File: src/rtl/htu_pkg.sv
// Shared encodings and address field bounds for the bank hit/tag unit front end.
package htu_pkg;

    localparam logic [1:0] HTU_OP_READ       = 2'd0;
    localparam logic [1:0] HTU_OP_WRITE      = 2'd1;
    localparam logic [1:0] HTU_OP_FLUSH      = 2'd2;
    localparam logic [1:0] HTU_OP_INVALIDATE = 2'd3;

    // Request addresses carry bits [31:5]; ADDR_LSB rebases byte-address bit numbers.
    localparam int TAG_MSB  = 31;
    localparam int TAG_LSB  = 10;
    localparam int IDX_LSB  = 6;
    localparam int OFF_BIT  = 5;
    localparam int ADDR_LSB = 5;
    localparam int ADDR_W   = TAG_MSB - ADDR_LSB + 1;
    localparam int TAG_W    = TAG_MSB - TAG_LSB + 1;

    localparam int STATE_W  = 2;
    localparam int WAY_W    = 3;

    // Flush and invalidate are maintenance ops that bypass the refill-busy check.
    function automatic logic op_is_maint(input logic [1:0] op);
        return op[1];
    endfunction

endpackage

File: src/rtl/bank_htu_arb_if.sv
// Request/response handshake bundle between the two requesters and the HTU scheduler.
interface bank_htu_arb_if #(
    parameter int IDX_W = 4
);
    import htu_pkg::*;

    logic                   req0_valid_i;
    logic                   req0_ready_o;
    logic [1:0]             req0_op_i;
    logic [ADDR_W-1:0]      req0_addr_i;

    logic                   req1_valid_i;
    logic                   req1_ready_o;
    logic [1:0]             req1_op_i;
    logic [ADDR_W-1:0]      req1_addr_i;

    logic                   rsp_valid_o;
    logic                   rsp_ready_i;
    logic                   rsp_src_o;
    logic [1:0]             rsp_op_o;
    logic                   rsp_hit_o;
    logic [WAY_W-1:0]       rsp_way_o;
    logic [2*STATE_W-1:0]   rsp_state_o;
    logic [IDX_W-1:0]       rsp_set_o;

    modport slave (
        input  req0_valid_i, req0_op_i, req0_addr_i,
        input  req1_valid_i, req1_op_i, req1_addr_i,
        input  rsp_ready_i,
        output req0_ready_o, req1_ready_o,
        output rsp_valid_o, rsp_src_o, rsp_op_o, rsp_hit_o, rsp_way_o, rsp_state_o, rsp_set_o
    );

    modport master (
        output req0_valid_i, req0_op_i, req0_addr_i,
        output req1_valid_i, req1_op_i, req1_addr_i,
        output rsp_ready_i,
        input  req0_ready_o, req1_ready_o,
        input  rsp_valid_o, rsp_src_o, rsp_op_o, rsp_hit_o, rsp_way_o, rsp_state_o, rsp_set_o
    );

endinterface

File: src/rtl/bank_htu_rr_arb2.sv
// Two-way round-robin arbiter; the pointer only moves when both sides compete.
module bank_htu_rr_arb2 (
    input  logic       clk,
    input  logic       srst,
    input  logic [1:0] eligible,
    output logic [1:0] grant
);

    logic ptr_reg;
    logic ptr_next;

    always_comb begin
        grant    = '0;
        ptr_next = ptr_reg;
        if (&eligible) begin
            grant[ptr_reg] = 1'b1;
            ptr_next       = !ptr_reg;
        end else begin
            grant = eligible;
        end
    end

    always_ff @(posedge clk) begin
        if (srst) begin
            ptr_reg <= 1'b0;
        end else begin
            ptr_reg <= ptr_next;
        end
    end

endmodule

File: src/rtl/bank_htu_arb.sv
// HTU front-end scheduler: arbitrates core and maintenance lookups, strobes the addressed
// set, and buffers the selected set's result in a one-deep response slot.
module bank_htu_arb
    import htu_pkg::*;
#(
    parameter int SET_NUM = 16,
    parameter int IDX_W   = 4
) (
    input  logic                    clk_i,
    input  logic                    rst_i,
    bank_htu_arb_if.slave           bus,
    output logic [SET_NUM-1:0]      set_hit_WV_o,
    output logic                    op_is_read_o,
    output logic                    op_is_write_o,
    output logic                    op_is_flush_o,
    output logic                    op_is_invalidate_o,
    output logic [TAG_W-1:0]        access_tag_o,
    output logic                    access_offset_o,
    input  logic [SET_NUM-1:0]      set_cacheline_hit_i,
    input  logic [2*SET_NUM-1:0]    set_offset0_state_i,
    input  logic [2*SET_NUM-1:0]    set_offset1_state_i,
    input  logic [3*SET_NUM-1:0]    set_way_i,
    input  logic                    refill_done_i,
    input  logic [IDX_W-1:0]        refill_set_i
);

    localparam int IDX_LO = IDX_LSB - ADDR_LSB;

    logic [1:0]                     req_valid;
    logic [1:0][1:0]                req_op;
    logic [1:0][ADDR_W-1:0]         req_addr;
    logic [1:0][IDX_W-1:0]          req_idx;
    logic [1:0]                     eligible;
    logic [1:0]                     grant;
    logic                           slot_free;

    logic                           gnt_any;
    logic                           gnt_sel;
    logic [1:0]                     gnt_op;
    logic [ADDR_W-1:0]              gnt_addr;
    logic [IDX_W-1:0]               gnt_idx;

    logic [STATE_W-1:0]             state0_arr [SET_NUM];
    logic [STATE_W-1:0]             state1_arr [SET_NUM];
    logic [WAY_W-1:0]               way_arr    [SET_NUM];
    logic                           sel_hit;

    logic [SET_NUM-1:0]             busy_reg;
    logic [SET_NUM-1:0]             busy_next;

    logic                           rsp_valid_reg;
    logic                           rsp_src_reg;
    logic [1:0]                     rsp_op_reg;
    logic                           rsp_hit_reg;
    logic [WAY_W-1:0]               rsp_way_reg;
    logic [2*STATE_W-1:0]           rsp_state_reg;
    logic [IDX_W-1:0]               rsp_set_reg;

    assign req_valid = {bus.req1_valid_i, bus.req0_valid_i};
    assign req_op    = {bus.req1_op_i, bus.req0_op_i};
    assign req_addr  = {bus.req1_addr_i, bus.req0_addr_i};
    assign slot_free = !rsp_valid_reg || bus.rsp_ready_i;

    genvar gi;
    generate
        for (gi = 0; gi < 2; gi++) begin : g_req
            assign req_idx[gi]  = req_addr[gi][IDX_LO +: IDX_W];
            // Held off during reset so the strobe and readies stay quiet in that cycle.
            assign eligible[gi] = !rst_i && slot_free && req_valid[gi]
                                  && (op_is_maint(req_op[gi]) || !busy_reg[req_idx[gi]]);
        end
    endgenerate

    bank_htu_rr_arb2 u_rr (
        .clk      (clk_i),
        .srst     (rst_i),
        .eligible (eligible),
        .grant    (grant)
    );

    assign gnt_any  = |grant;
    assign gnt_sel  = grant[1];
    assign gnt_op   = req_op[gnt_sel];
    assign gnt_addr = req_addr[gnt_sel];
    assign gnt_idx  = req_idx[gnt_sel];

    assign bus.req0_ready_o = grant[0];
    assign bus.req1_ready_o = grant[1];

    generate
        for (gi = 0; gi < SET_NUM; gi++) begin : g_set
            assign set_hit_WV_o[gi] = gnt_any && (gnt_idx == IDX_W'(gi));
            assign state0_arr[gi]   = set_offset0_state_i[STATE_W*gi +: STATE_W];
            assign state1_arr[gi]   = set_offset1_state_i[STATE_W*gi +: STATE_W];
            assign way_arr[gi]      = set_way_i[WAY_W*gi +: WAY_W];
        end
    endgenerate

    assign sel_hit            = set_cacheline_hit_i[gnt_idx];
    assign op_is_read_o       = gnt_any && (gnt_op == HTU_OP_READ);
    assign op_is_write_o      = gnt_any && (gnt_op == HTU_OP_WRITE);
    assign op_is_flush_o      = gnt_any && (gnt_op == HTU_OP_FLUSH);
    assign op_is_invalidate_o = gnt_any && (gnt_op == HTU_OP_INVALIDATE);
    assign access_tag_o       = gnt_addr[ADDR_W-1 -: TAG_W];
    assign access_offset_o    = gnt_addr[OFF_BIT - ADDR_LSB];

    // Clear is applied first so a same-index miss in the same cycle leaves the set busy.
    always_comb begin
        busy_next = busy_reg;
        if (refill_done_i) begin
            busy_next[refill_set_i] = 1'b0;
        end
        if (gnt_any && !op_is_maint(gnt_op) && !sel_hit) begin
            busy_next[gnt_idx] = 1'b1;
        end
    end

    always_ff @(posedge clk_i) begin
        if (rst_i) begin
            busy_reg      <= '0;
            rsp_valid_reg <= 1'b0;
            rsp_src_reg   <= 1'b0;
            rsp_op_reg    <= '0;
            rsp_hit_reg   <= 1'b0;
            rsp_way_reg   <= '0;
            rsp_state_reg <= '0;
            rsp_set_reg   <= '0;
        end else begin
            busy_reg <= busy_next;
            if (gnt_any) begin
                rsp_valid_reg <= 1'b1;
                rsp_src_reg   <= gnt_sel;
                rsp_op_reg    <= gnt_op;
                rsp_hit_reg   <= sel_hit;
                rsp_way_reg   <= way_arr[gnt_idx];
                rsp_state_reg <= {state1_arr[gnt_idx], state0_arr[gnt_idx]};
                rsp_set_reg   <= gnt_idx;
            end else if (rsp_valid_reg && bus.rsp_ready_i) begin
                rsp_valid_reg <= 1'b0;
            end
        end
    end

    assign bus.rsp_valid_o = rsp_valid_reg;
    assign bus.rsp_src_o   = rsp_src_reg;
    assign bus.rsp_op_o    = rsp_op_reg;
    assign bus.rsp_hit_o   = rsp_hit_reg;
    assign bus.rsp_way_o   = rsp_way_reg;
    assign bus.rsp_state_o = rsp_state_reg;
    assign bus.rsp_set_o   = rsp_set_reg;

endmodule

File: src/flat_wrapper.sv
// flat-port wrapper written by rule: the top's interface ports become plain ports
module bank_htu_arb_flat import htu_pkg::*;
#(
    parameter int SET_NUM = 16,
    parameter int IDX_W   = 4
)
  (clk_i, rst_i, set_hit_WV_o, op_is_read_o, op_is_write_o, op_is_flush_o, op_is_invalidate_o, access_tag_o, access_offset_o, set_cacheline_hit_i, set_offset0_state_i, set_offset1_state_i, set_way_i, refill_done_i, refill_set_i, bus_req0_valid_i, bus_req0_op_i, bus_req0_addr_i, bus_req1_valid_i, bus_req1_op_i, bus_req1_addr_i, bus_rsp_ready_i, bus_req0_ready_o, bus_req1_ready_o, bus_rsp_valid_o, bus_rsp_src_o, bus_rsp_op_o, bus_rsp_hit_o, bus_rsp_way_o, bus_rsp_state_o, bus_rsp_set_o);
  bank_htu_arb_if #(.IDX_W(IDX_W)) bus_i ();
  input  logic clk_i;
  input  logic rst_i;
  output logic [SET_NUM-1:0] set_hit_WV_o;
  output logic op_is_read_o;
  output logic op_is_write_o;
  output logic op_is_flush_o;
  output logic op_is_invalidate_o;
  output logic [TAG_W-1:0] access_tag_o;
  output logic access_offset_o;
  input  logic [SET_NUM-1:0] set_cacheline_hit_i;
  input  logic [2*SET_NUM-1:0] set_offset0_state_i;
  input  logic [2*SET_NUM-1:0] set_offset1_state_i;
  input  logic [3*SET_NUM-1:0] set_way_i;
  input  logic refill_done_i;
  input  logic [IDX_W-1:0] refill_set_i;
  input wire logic [$bits(bus_i.req0_valid_i)-1:0] bus_req0_valid_i;
  input wire logic [$bits(bus_i.req0_op_i)-1:0] bus_req0_op_i;
  input wire logic [$bits(bus_i.req0_addr_i)-1:0] bus_req0_addr_i;
  input wire logic [$bits(bus_i.req1_valid_i)-1:0] bus_req1_valid_i;
  input wire logic [$bits(bus_i.req1_op_i)-1:0] bus_req1_op_i;
  input wire logic [$bits(bus_i.req1_addr_i)-1:0] bus_req1_addr_i;
  input wire logic [$bits(bus_i.rsp_ready_i)-1:0] bus_rsp_ready_i;
  output wire logic [$bits(bus_i.req0_ready_o)-1:0] bus_req0_ready_o;
  output wire logic [$bits(bus_i.req1_ready_o)-1:0] bus_req1_ready_o;
  output wire logic [$bits(bus_i.rsp_valid_o)-1:0] bus_rsp_valid_o;
  output wire logic [$bits(bus_i.rsp_src_o)-1:0] bus_rsp_src_o;
  output wire logic [$bits(bus_i.rsp_op_o)-1:0] bus_rsp_op_o;
  output wire logic [$bits(bus_i.rsp_hit_o)-1:0] bus_rsp_hit_o;
  output wire logic [$bits(bus_i.rsp_way_o)-1:0] bus_rsp_way_o;
  output wire logic [$bits(bus_i.rsp_state_o)-1:0] bus_rsp_state_o;
  output wire logic [$bits(bus_i.rsp_set_o)-1:0] bus_rsp_set_o;
  assign bus_i.req0_valid_i = bus_req0_valid_i;
  assign bus_i.req0_op_i = bus_req0_op_i;
  assign bus_i.req0_addr_i = bus_req0_addr_i;
  assign bus_i.req1_valid_i = bus_req1_valid_i;
  assign bus_i.req1_op_i = bus_req1_op_i;
  assign bus_i.req1_addr_i = bus_req1_addr_i;
  assign bus_i.rsp_ready_i = bus_rsp_ready_i;
  assign bus_req0_ready_o = bus_i.req0_ready_o;
  assign bus_req1_ready_o = bus_i.req1_ready_o;
  assign bus_rsp_valid_o = bus_i.rsp_valid_o;
  assign bus_rsp_src_o = bus_i.rsp_src_o;
  assign bus_rsp_op_o = bus_i.rsp_op_o;
  assign bus_rsp_hit_o = bus_i.rsp_hit_o;
  assign bus_rsp_way_o = bus_i.rsp_way_o;
  assign bus_rsp_state_o = bus_i.rsp_state_o;
  assign bus_rsp_set_o = bus_i.rsp_set_o;
  bank_htu_arb #(.SET_NUM(SET_NUM), .IDX_W(IDX_W)) u_core (.clk_i(clk_i), .rst_i(rst_i), .bus(bus_i), .set_hit_WV_o(set_hit_WV_o), .op_is_read_o(op_is_read_o), .op_is_write_o(op_is_write_o), .op_is_flush_o(op_is_flush_o), .op_is_invalidate_o(op_is_invalidate_o), .access_tag_o(access_tag_o), .access_offset_o(access_offset_o), .set_cacheline_hit_i(set_cacheline_hit_i), .set_offset0_state_i(set_offset0_state_i), .set_offset1_state_i(set_offset1_state_i), .set_way_i(set_way_i), .refill_done_i(refill_done_i), .refill_set_i(refill_set_i));
endmodule
File: config.mk
export PLATFORM = sky130hd
export DESIGN_NAME = bank_htu_arb_flat
export DESIGN_NICKNAME = d
export VERILOG_FILES = /design/src/rtl/htu_pkg.sv /design/src/rtl/bank_htu_arb_if.sv /design/src/rtl/bank_htu_rr_arb2.sv /design/src/rtl/bank_htu_arb.sv /design/src/flat_wrapper.sv
export SDC_FILE = /design/constraint.sdc
export NUM_CORES = 1
export LEC_CHECK = 0
export ABC_CLOCK_PERIOD_IN_PS = 3300
export CAP_MARGIN = 25
export CORE_MARGIN = 2
export CORE_UTILIZATION = 35
export CTS_CLUSTER_DIAMETER = 60
export DETAILED_ROUTE_END_ITERATION = 7
export GPL_TIMING_DRIVEN = 0
export HOLD_SLACK_MARGIN = 0.06
export PLACE_DENSITY_LB_ADDON = 0.1
export SYNTH_ARGS = -nofsm -noshare
export SYNTH_HDL_FRONTEND = slang
export SYNTH_SLANG_ARGS = --single-unit
File: constraint.sdc
create_clock -name clk_i -period 3.3 [get_ports clk_i]
set_input_delay 0.495 -clock clk_i [delete_from_list [all_inputs] [get_ports clk_i]]
set_output_delay 0.495 -clock clk_i [all_outputs]
set_load 0.05 [all_outputs]
==> impl_metrics.yaml, run 1 <==
pwr:
  seqPwrFrac_pct: 19.4
  intPower_mw: 1.34
  switchingPower_mw: 0.921
  p_leak_nw: 3.15
  ir_drop_v: 0.000194
  clock_power_share_pct: 22.1
  swShare_pct: 40.7
  power.density_nw_per_um2: 280
  p_comb_share_pct: 58.5
timing:
  setup_viol: 0
  relSlewSlack_pct: 57.5
  hold_viol: 0
  max_slew.worst_pin.slew_ps: 638
  max_freq_mhz: 306
  period_share_pct: 99.1
  slew_violations: 0
  worst_slack_ps: 29.5
  tns_ps: 0
  rsz0062_at_grt: "yes"
  min_period_ps: 3270
  fin_worst_skew_ps: 2.99
yosys:
  yosys.cell_types.count: 64
  ys_seq_elements: 33
  synth_ff_type: "dfxtp_1"
  syn_area_um2: 4210
  synth-edff-count: 0
  syn-num-nets: 800
  synth-xor-area-share_pct: 0
  netlist_instances: 604
  yosys.area_share.adder_pct: 0
  synth_seq_area_share_pct: 15.7
  yosys_warnings: 0
  synth-async-reset-ratio_pct: 0
  syn-mean-instance-area_um2: 6.96
  synthSimpleGateAreaFrac_pct: 28.7
  synthMuxAreaShare_pct: 12.8
  synth_top_family_by_area: "compound AO/OA/AOI/OAI gates"
  synth-compound-area-share_pct: 32.3
cells_and_area:
  antenna_cells: 0
  num-nets-final: 1076
  largest_reg_flops: 16
  mostFrequentLayoutCell: "clkdlybuf4s50_1"
  fin_area_um2: 8100
  syn_to_final_growth_pct: 92.6
  final-instance-count-excl-fill: 1028
  final_layout_size_suffix_gt1_share_pct: 28.3
  mostFrequentLayoutCells: "201 x clkdlybuf4s50_1, 113 x nand2_1, 37 x buf_4, 33 x nand3_1"
  utilization_pct: 68.3
  n_fill_cell: 977
critical_path:
  critical_path_class: "in -> out"
  crit_chain: "buf_8 -> buf_6 -> mux4_2 -> nand2_2 -> a211o_1 -> o311a_4 -> nand2_4 -> buf_8 -> buf_8 -> clkbuf_16 -> buf_4 -> nand2_1 -> nand2_1 -> buf_4 -> buf_6"
  r2r-end: "u_core.busy_reg[13]$_SDFF_PP0_"
  critical-path-top-delay-family: "buffers and inverters"
  slowest_delay_ps: 500
  rr_worst_depth: 12
  cp_max_fo: 6
  slowest_stage: "mux4_2"
  worstSetupEndpointType: "primary output"
  r2r-start: "u_core.busy_reg[8]$_SDFF_PP0_"
  critPathLaunch: "bus_req1_addr_i[1]"
  arrival_ps: 2780
  rrSetupSlack_ps: 130
  crit_buf_inv: 8
  crit_path_frequent_cell: "buf_8"
  crit_required_ps: 2800
  cp-start-kind: "input port"
run_status:
  status: "complete, no violations"
global_route:
  grt_overflow: 0
  grt_max_degree: 12
  grt_antenna_before_repair: 0
  grt.total_usage_pct: 31.3
  grt_pass1_wl_um: 32100
  grt_pass1_vias: 6004
route:
  first_iter_violations: 442
  drt_drc_violations_left: 0
  ant_nets: 0
  wl_um: 21400
  avgViaCountPerCell: 6.00
  drtPass1Iterations: 5
  vias: 6165
  detail_route.wl_per_cell_um: 20.8
placed_design:
  dp_hpwl_um: 15900
  place_inst: 1005
  place_area_um2: 7170
  dpl_worst_slack_ps: -1660
  numPortBuffers: 253
  gp_congestion: 0.877
clock_network:
  cts_tree: "yes"
  cts_made_buffers: 5
  clk_latency_ps: 280
  cts_sinks: 33
  clockRootBuffer: "clkbuf_16"
  cts_max_path_buffers: 2
  clk_pin_slew_worst_paths_ps: 60
  postCtsHoldBufs: 0
  htreeDepth: 2
worst_hold_path:
  hp-class: "reg -> reg"
  hold_depth: 2
  hold_end: "u_core.bus.rsp_set_o[1]$_SDFFE_PP0P_"
  hold_path_startpoint: "u_core.bus.rsp_set_o[1]$_SDFFE_PP0P_"
floorplan:
  fp.dieW_um: 114
  die_h_um: 114
  rows: 40
  pin_count: 257
  core_area_um2: 11900
  initial_core_util_pct: 35.5
  dieArea_um2: 12900
flow_run:
  cap_violations: 0
## per-layer routing
metal,track usage (%),up-vias,share of wire (%)
li1,-,2786,-
met1,38.4,2870,37
met2,54.9,440,49
met3,7.28,69,10
met4,8.86,0,3.2
met5,0,-,0
## metrics by stage
| step | hold WS (ps) | power [mW] |
|---|---|---|
| 2_1_floorplan | 455 | 1.11 |
| 3_3_place_gp | 487 | 1.59 |
| 3_5_place_dp | 489 | 1.61 |
| 4_1_cts | 500 | 2.18 |
| 5_1_grt | 527 | 2.34 |
| 6_report | 496 | 2.26 |
## cell families after synthesis
kind of cell	count (synthesis)
AND/OR/NAND/NOR	265
AO/OA/AOI/OAI	179
buffers and inverters	83
multiplexers	44
flip-flops	33
## layout make-up
class | instances | area, um2 | area share (%)
clock inverter | 2 | 13.8 | 0.170
clock buffer | 6 | 139 | 1.71
tap | 147 | 184 | 2.27
multi-input combinational | 488 | 3610 | 44.6
inverter | 9 | 38.8 | 0.479
sequential | 33 | 663 | 8.19
timing repair buffer | 288 | 2980 | 36.8
buffer | 55 | 467 | 5.76
## worst min-delay path, stage by stage, from the launching register on
cell	delay [ps]
dfxtp_1	310
nor2_1	100
nor3_1	40
## power groups by stage
| stage | Clock (mW) | Sequential (mW) | Combinational, mW |
|---|---|---|---|
| CTS | 0.492 | 0.439 | 1.25 |
| global route | 0.512 | 0.442 | 1.39 |
| detailed placement | 0 | 0.447 | 1.16 |
| finish | 0.500 | 0.440 | 1.32 |
| global placement | 0 | 0.448 | 1.14 |
| floorplan | 0 | 0.515 | 0.599 |
## synthesized netlist by cell type, types with 5 or more instances
master / count / area, um2
nand2_1: 142 / 533
nand3_1: 37 / 185
nor2_1: 36 / 135
dfxtp_1: 33 / 661
clkbuf_1: 31 / 116
o21ai_0: 31 / 155
a21oi_1: 29 / 145
buf_4: 26 / 195
a211oi_1: 23 / 173
mux2i_1: 22 / 220
a311oi_1: 18 / 158
mux2_2: 15 / 169
and3_1: 14 / 87.6
o211ai_1: 14 / 105
buf_2: 10 / 50.1
a31oi_1: 8 / 50.1
o221a_2: 7 / 78.8
o32a_1: 7 / 70.1
a21boi_0: 6 / 45.0
inv_1: 6 / 22.5
o31ai_1: 6 / 45.0
a311o_1: 5 / 50.1
nor2b_1: 5 / 31.3
## timing repair
item,4_1_cts,5_1_grt
gates cloned,1,2
pin swaps,13,24
resized for setup,372,111
buffers inserted,23,8
setup endpoints to repair,76,58
## worst max path at each step
| stage | depth (start not counted) | slack, ps | to |
|---|---|---|---|
| final | 15 | 30 | access_tag_o[3] |
| after global placement | 12 | -1620 | set_hit_WV_o[15] |
| after detailed placement | 13 | -1660 | set_hit_WV_o[9] |
| after CTS | 13 | 0.4 | set_hit_WV_o[0] |
| after global routing | 15 | -30 | access_tag_o[3] |
| after floorplan | 9 | 7 | set_hit_WV_o[11] |
No activity file was read; power rests on OpenSTA's default activity.
==> inputs of run 2 (changes only) <==
--- a/config.mk
+++ b/config.mk
@@ -8,7 +8,7 @@
 export ABC_CLOCK_PERIOD_IN_PS = 3300
 export CAP_MARGIN = 25
 export CORE_MARGIN = 2
-export CORE_UTILIZATION = 35
+export CORE_UTILIZATION = 32
 export CTS_CLUSTER_DIAMETER = 60
 export DETAILED_ROUTE_END_ITERATION = 7
 export GPL_TIMING_DRIVEN = 0
@@ -16,4 +16,5 @@
 export PLACE_DENSITY_LB_ADDON = 0.1
 export SYNTH_ARGS = -nofsm -noshare
 export SYNTH_HDL_FRONTEND = slang
+export SYNTH_HIERARCHICAL = 1
 export SYNTH_SLANG_ARGS = --single-unit
==> impl_metrics.yaml, run 2 <==
run_status:
  status: "complete, but fails checks"
  violations: "setup timing"
yosys:
  yosys.area.top_type_share_pct: 19.0
  yosys.cell_types.count: 51
  synth_commonest_cells: "35 x nor2_1, 33 x dfxtp_1, 28 x mux2i_1"
  synth_seq_area_share_pct: 19.0
  ys_seq_elements: 33
  yosysTopAreaCell: "dfxtp_1"
  synth.area.top_cells: "dfxtp_1 19%, mux4_1 13%, mux2i_1 8.1%"
  synth-edff-count: 0
  yosys_warnings: 6
  synth.most_common_cell: "nor2_1"
  syn-mean-instance-area_um2: 9.11
  syn_area_um2: 3470
  netlist_instances: 381
  synth-async-reset-ratio_pct: 0
  syn-num-nets: 577
  synth_ff_type: "dfxtp_1"
critical_path:
  rrSetupSlack_ps: -300
  crit_end: "set_hit_WV_o[10]"
  arrival_ps: 3170
  worstSetupEndpointType: "primary output"
  critical_path_class: "reg -> out"
  cp-start-kind: "register"
  crit_required_ps: 2800
  r2r-end: "u_core/bus.rsp_state_o[0]$_SDFFE_PP0P_"
  cp_max_fo: 4
  rr_worst_depth: 12
  critPathLaunch: "u_core/busy_reg[7]$_SDFF_PP0_"
  r2r-start: "u_core/busy_reg[7]$_SDFF_PP0_"
floorplan:
  pin_count: 257
  fp.dieW_um: 108
  rows: 38
  core_area_um2: 10700
  initial_core_util_pct: 32.5
  dieArea_um2: 11700
  die_h_um: 108
timing:
  fin_worst_skew_ps: 11.3
  slew_violations: 0
  max_slew.worst_pin.slew_ps: 634
  setup_viol: 61
  hold_viol: 0
  max_freq_mhz: 273
  rsz0062_at_grt: "yes"
  period_share_pct: 111
  relSlewSlack_pct: 57.8
  tns_ps: -14670
  worst_slack_ps: -369
  min_period_ps: 3670
global_route:
  grt_max_degree: 12
  grt_overflow: 0
  grt_pass1_vias: 4460
  grt.total_usage_pct: 27.0
  grt_pass1_wl_um: 24400
  grt_antenna_before_repair: 1
flow_run:
  cap_violations: 0
pwr:
  p_comb_share_pct: 57.6
  total_power_mw: 2.11
  clock_power_share_pct: 21.9
  switchingPower_mw: 0.754
  swShare_pct: 35.7
  p_leak_nw: 2.99
  ir_drop_v: 0.000208
  power.density_nw_per_um2: 272
  intPower_mw: 1.36
  seqPwrFrac_pct: 20.5
cells_and_area:
  utilization_pct: 72.5
  syn_to_final_growth_pct: 123
  seqCellArea_um2: 666
  largest_reg_flops: 16
  multi_input_area_um2: 3150
  mostFrequentLayoutCell: "clkdlybuf4s50_1"
  fin_area_um2: 7760
  n_fill_cell: 765
  final_layout_size_suffix_gt1_share_pct: 40.3
  mostFrequentLayoutCells: "202 x clkdlybuf4s50_1, 42 x buf_4, 36 x buf_8, 29 x dfxtp_1, 26 x mux2i_1"
  num-nets-final: 867
  final-instance-count-excl-fill: 813
placed_design:
  place_inst: 771
  place_area_um2: 6780
  dp_hpwl_um: 12500
  gp_congestion: 0.860
  numPortBuffers: 250
route:
  drt_drc_violations_left: 0
  avgViaCountPerCell: 5.45
  vias: 4433
  first_iter_violations: 283
  drtPass1Iterations: 5
  wl_um: 17000
  detail_route.wl_per_cell_um: 20.9
  ant_nets: 0
clock_network:
  clockRootBuffer: "clkbuf_8"
  clk_pin_slew_worst_paths_ps: 80
  htreeDepth: 2
  clk_latency_ps: 290
  cts_sinks: 33
  cts_max_path_buffers: 2
  cts_made_buffers: 5
  cts_tree: "yes"
  postCtsHoldBufs: 0
worst_hold_path:
  hp-class: "reg -> reg"
  hold_depth: 2
[run 2: what timing repair did]
item / in CTS / in global routing
cloned: 2 / 1
resized for setup: 415 / 68
pin swaps: 26 / 24
setup buffers: 40 / 16
endpoints found under the hold margin: 0 / 0
setup endpoints to repair: 72 / 68
[run 2: cell type report]
class | instances | share of cell area [%]
multi-input cells | 287 | 40.6
flip-flops and latches | 33 | 8.58
well taps | 140 | 2.26
diodes | 1 | 0.0322
plain buffers | 25 | 4.34
inverters | 11 | 0.548
repair buffers | 308 | 41.9
clock inverters | 3 | 0.838
clock buffers | 5 | 0.887
[run 2: logic make-up after synthesis]
kind of cell    after synthesis  synth area share [%]
simple gates                107                  15.4
mux                          79                  35.0
compound gates              101                  20.1
flops                        33                  19.0
buf+inv                      61                  10.5
[run 2: layer usage]
layer | routed length (um) | up-vias | global-route usage (%)
met3 | 1480 | 21 | 6.33
met4 | 201 | 0 | 4.67
met5 | 0 | - | 0
met1 | 6340 | 2148 | 32.1
met2 | 8950 | 224 | 50.0
li1 | - | 2040 | -
[run 2: power by group through the flow]
stage	clock [mW]	sequential, mW	combinational [mW]
global placement	0	0.439	1.04
finish	0.464	0.433	1.22
floorplan	0	0.508	0.562
global route	0.491	0.435	1.27
CTS	0.468	0.433	1.20
detailed placement	0	0.441	1.05
[run 2: stage by stage]
stage                     hold slack [ps]  setup slack, ps
final                                 500             -369
after global placement                473            -1680
after global routing                  520             -460
after CTS                             499             -414
after detailed placement              483            -1670
after floorplan                       450             -656
[run 2: critical path: stages (launching register included)]
cell and delay [ps]:
dfxtp_2 330, mux4_2 490, mux4_2 500, a21oi_4 150, a21boi_4 250, buf_6 130, mux2_4 300, clkbuf_16 150
nor2_4 160, nand2_4 120, nor2_4 140, buf_8 150
[run 2: how the worst min path moves through the flow]
stage	startpoint	to
2_1_floorplan	u_core/busy_reg[0]$_SDFF_PP0_	u_core/busy_reg[0]$_SDFF_PP0_
3_5_place_dp	u_core/busy_reg[8]$_SDFF_PP0_	u_core/busy_reg[8]$_SDFF_PP0_
5_1_grt	u_core/bus.rsp_state_o[0]$_SDFFE_PP0P_	u_core/bus.rsp_state_o[0]$_SDFFE_PP0P_
4_1_cts	u_core/bus.rsp_set_o[1]$_SDFFE_PP0P_	u_core/bus.rsp_set_o[1]$_SDFFE_PP0P_
3_3_place_gp	u_core/bus.rsp_src_o$_SDFFE_PP0P_	u_core/bus.rsp_src_o$_SDFFE_PP0P_
6_report	u_core/bus.rsp_set_o[0]$_SDFFE_PP0P_	u_core/bus.rsp_set_o[0]$_SDFFE_PP0P_
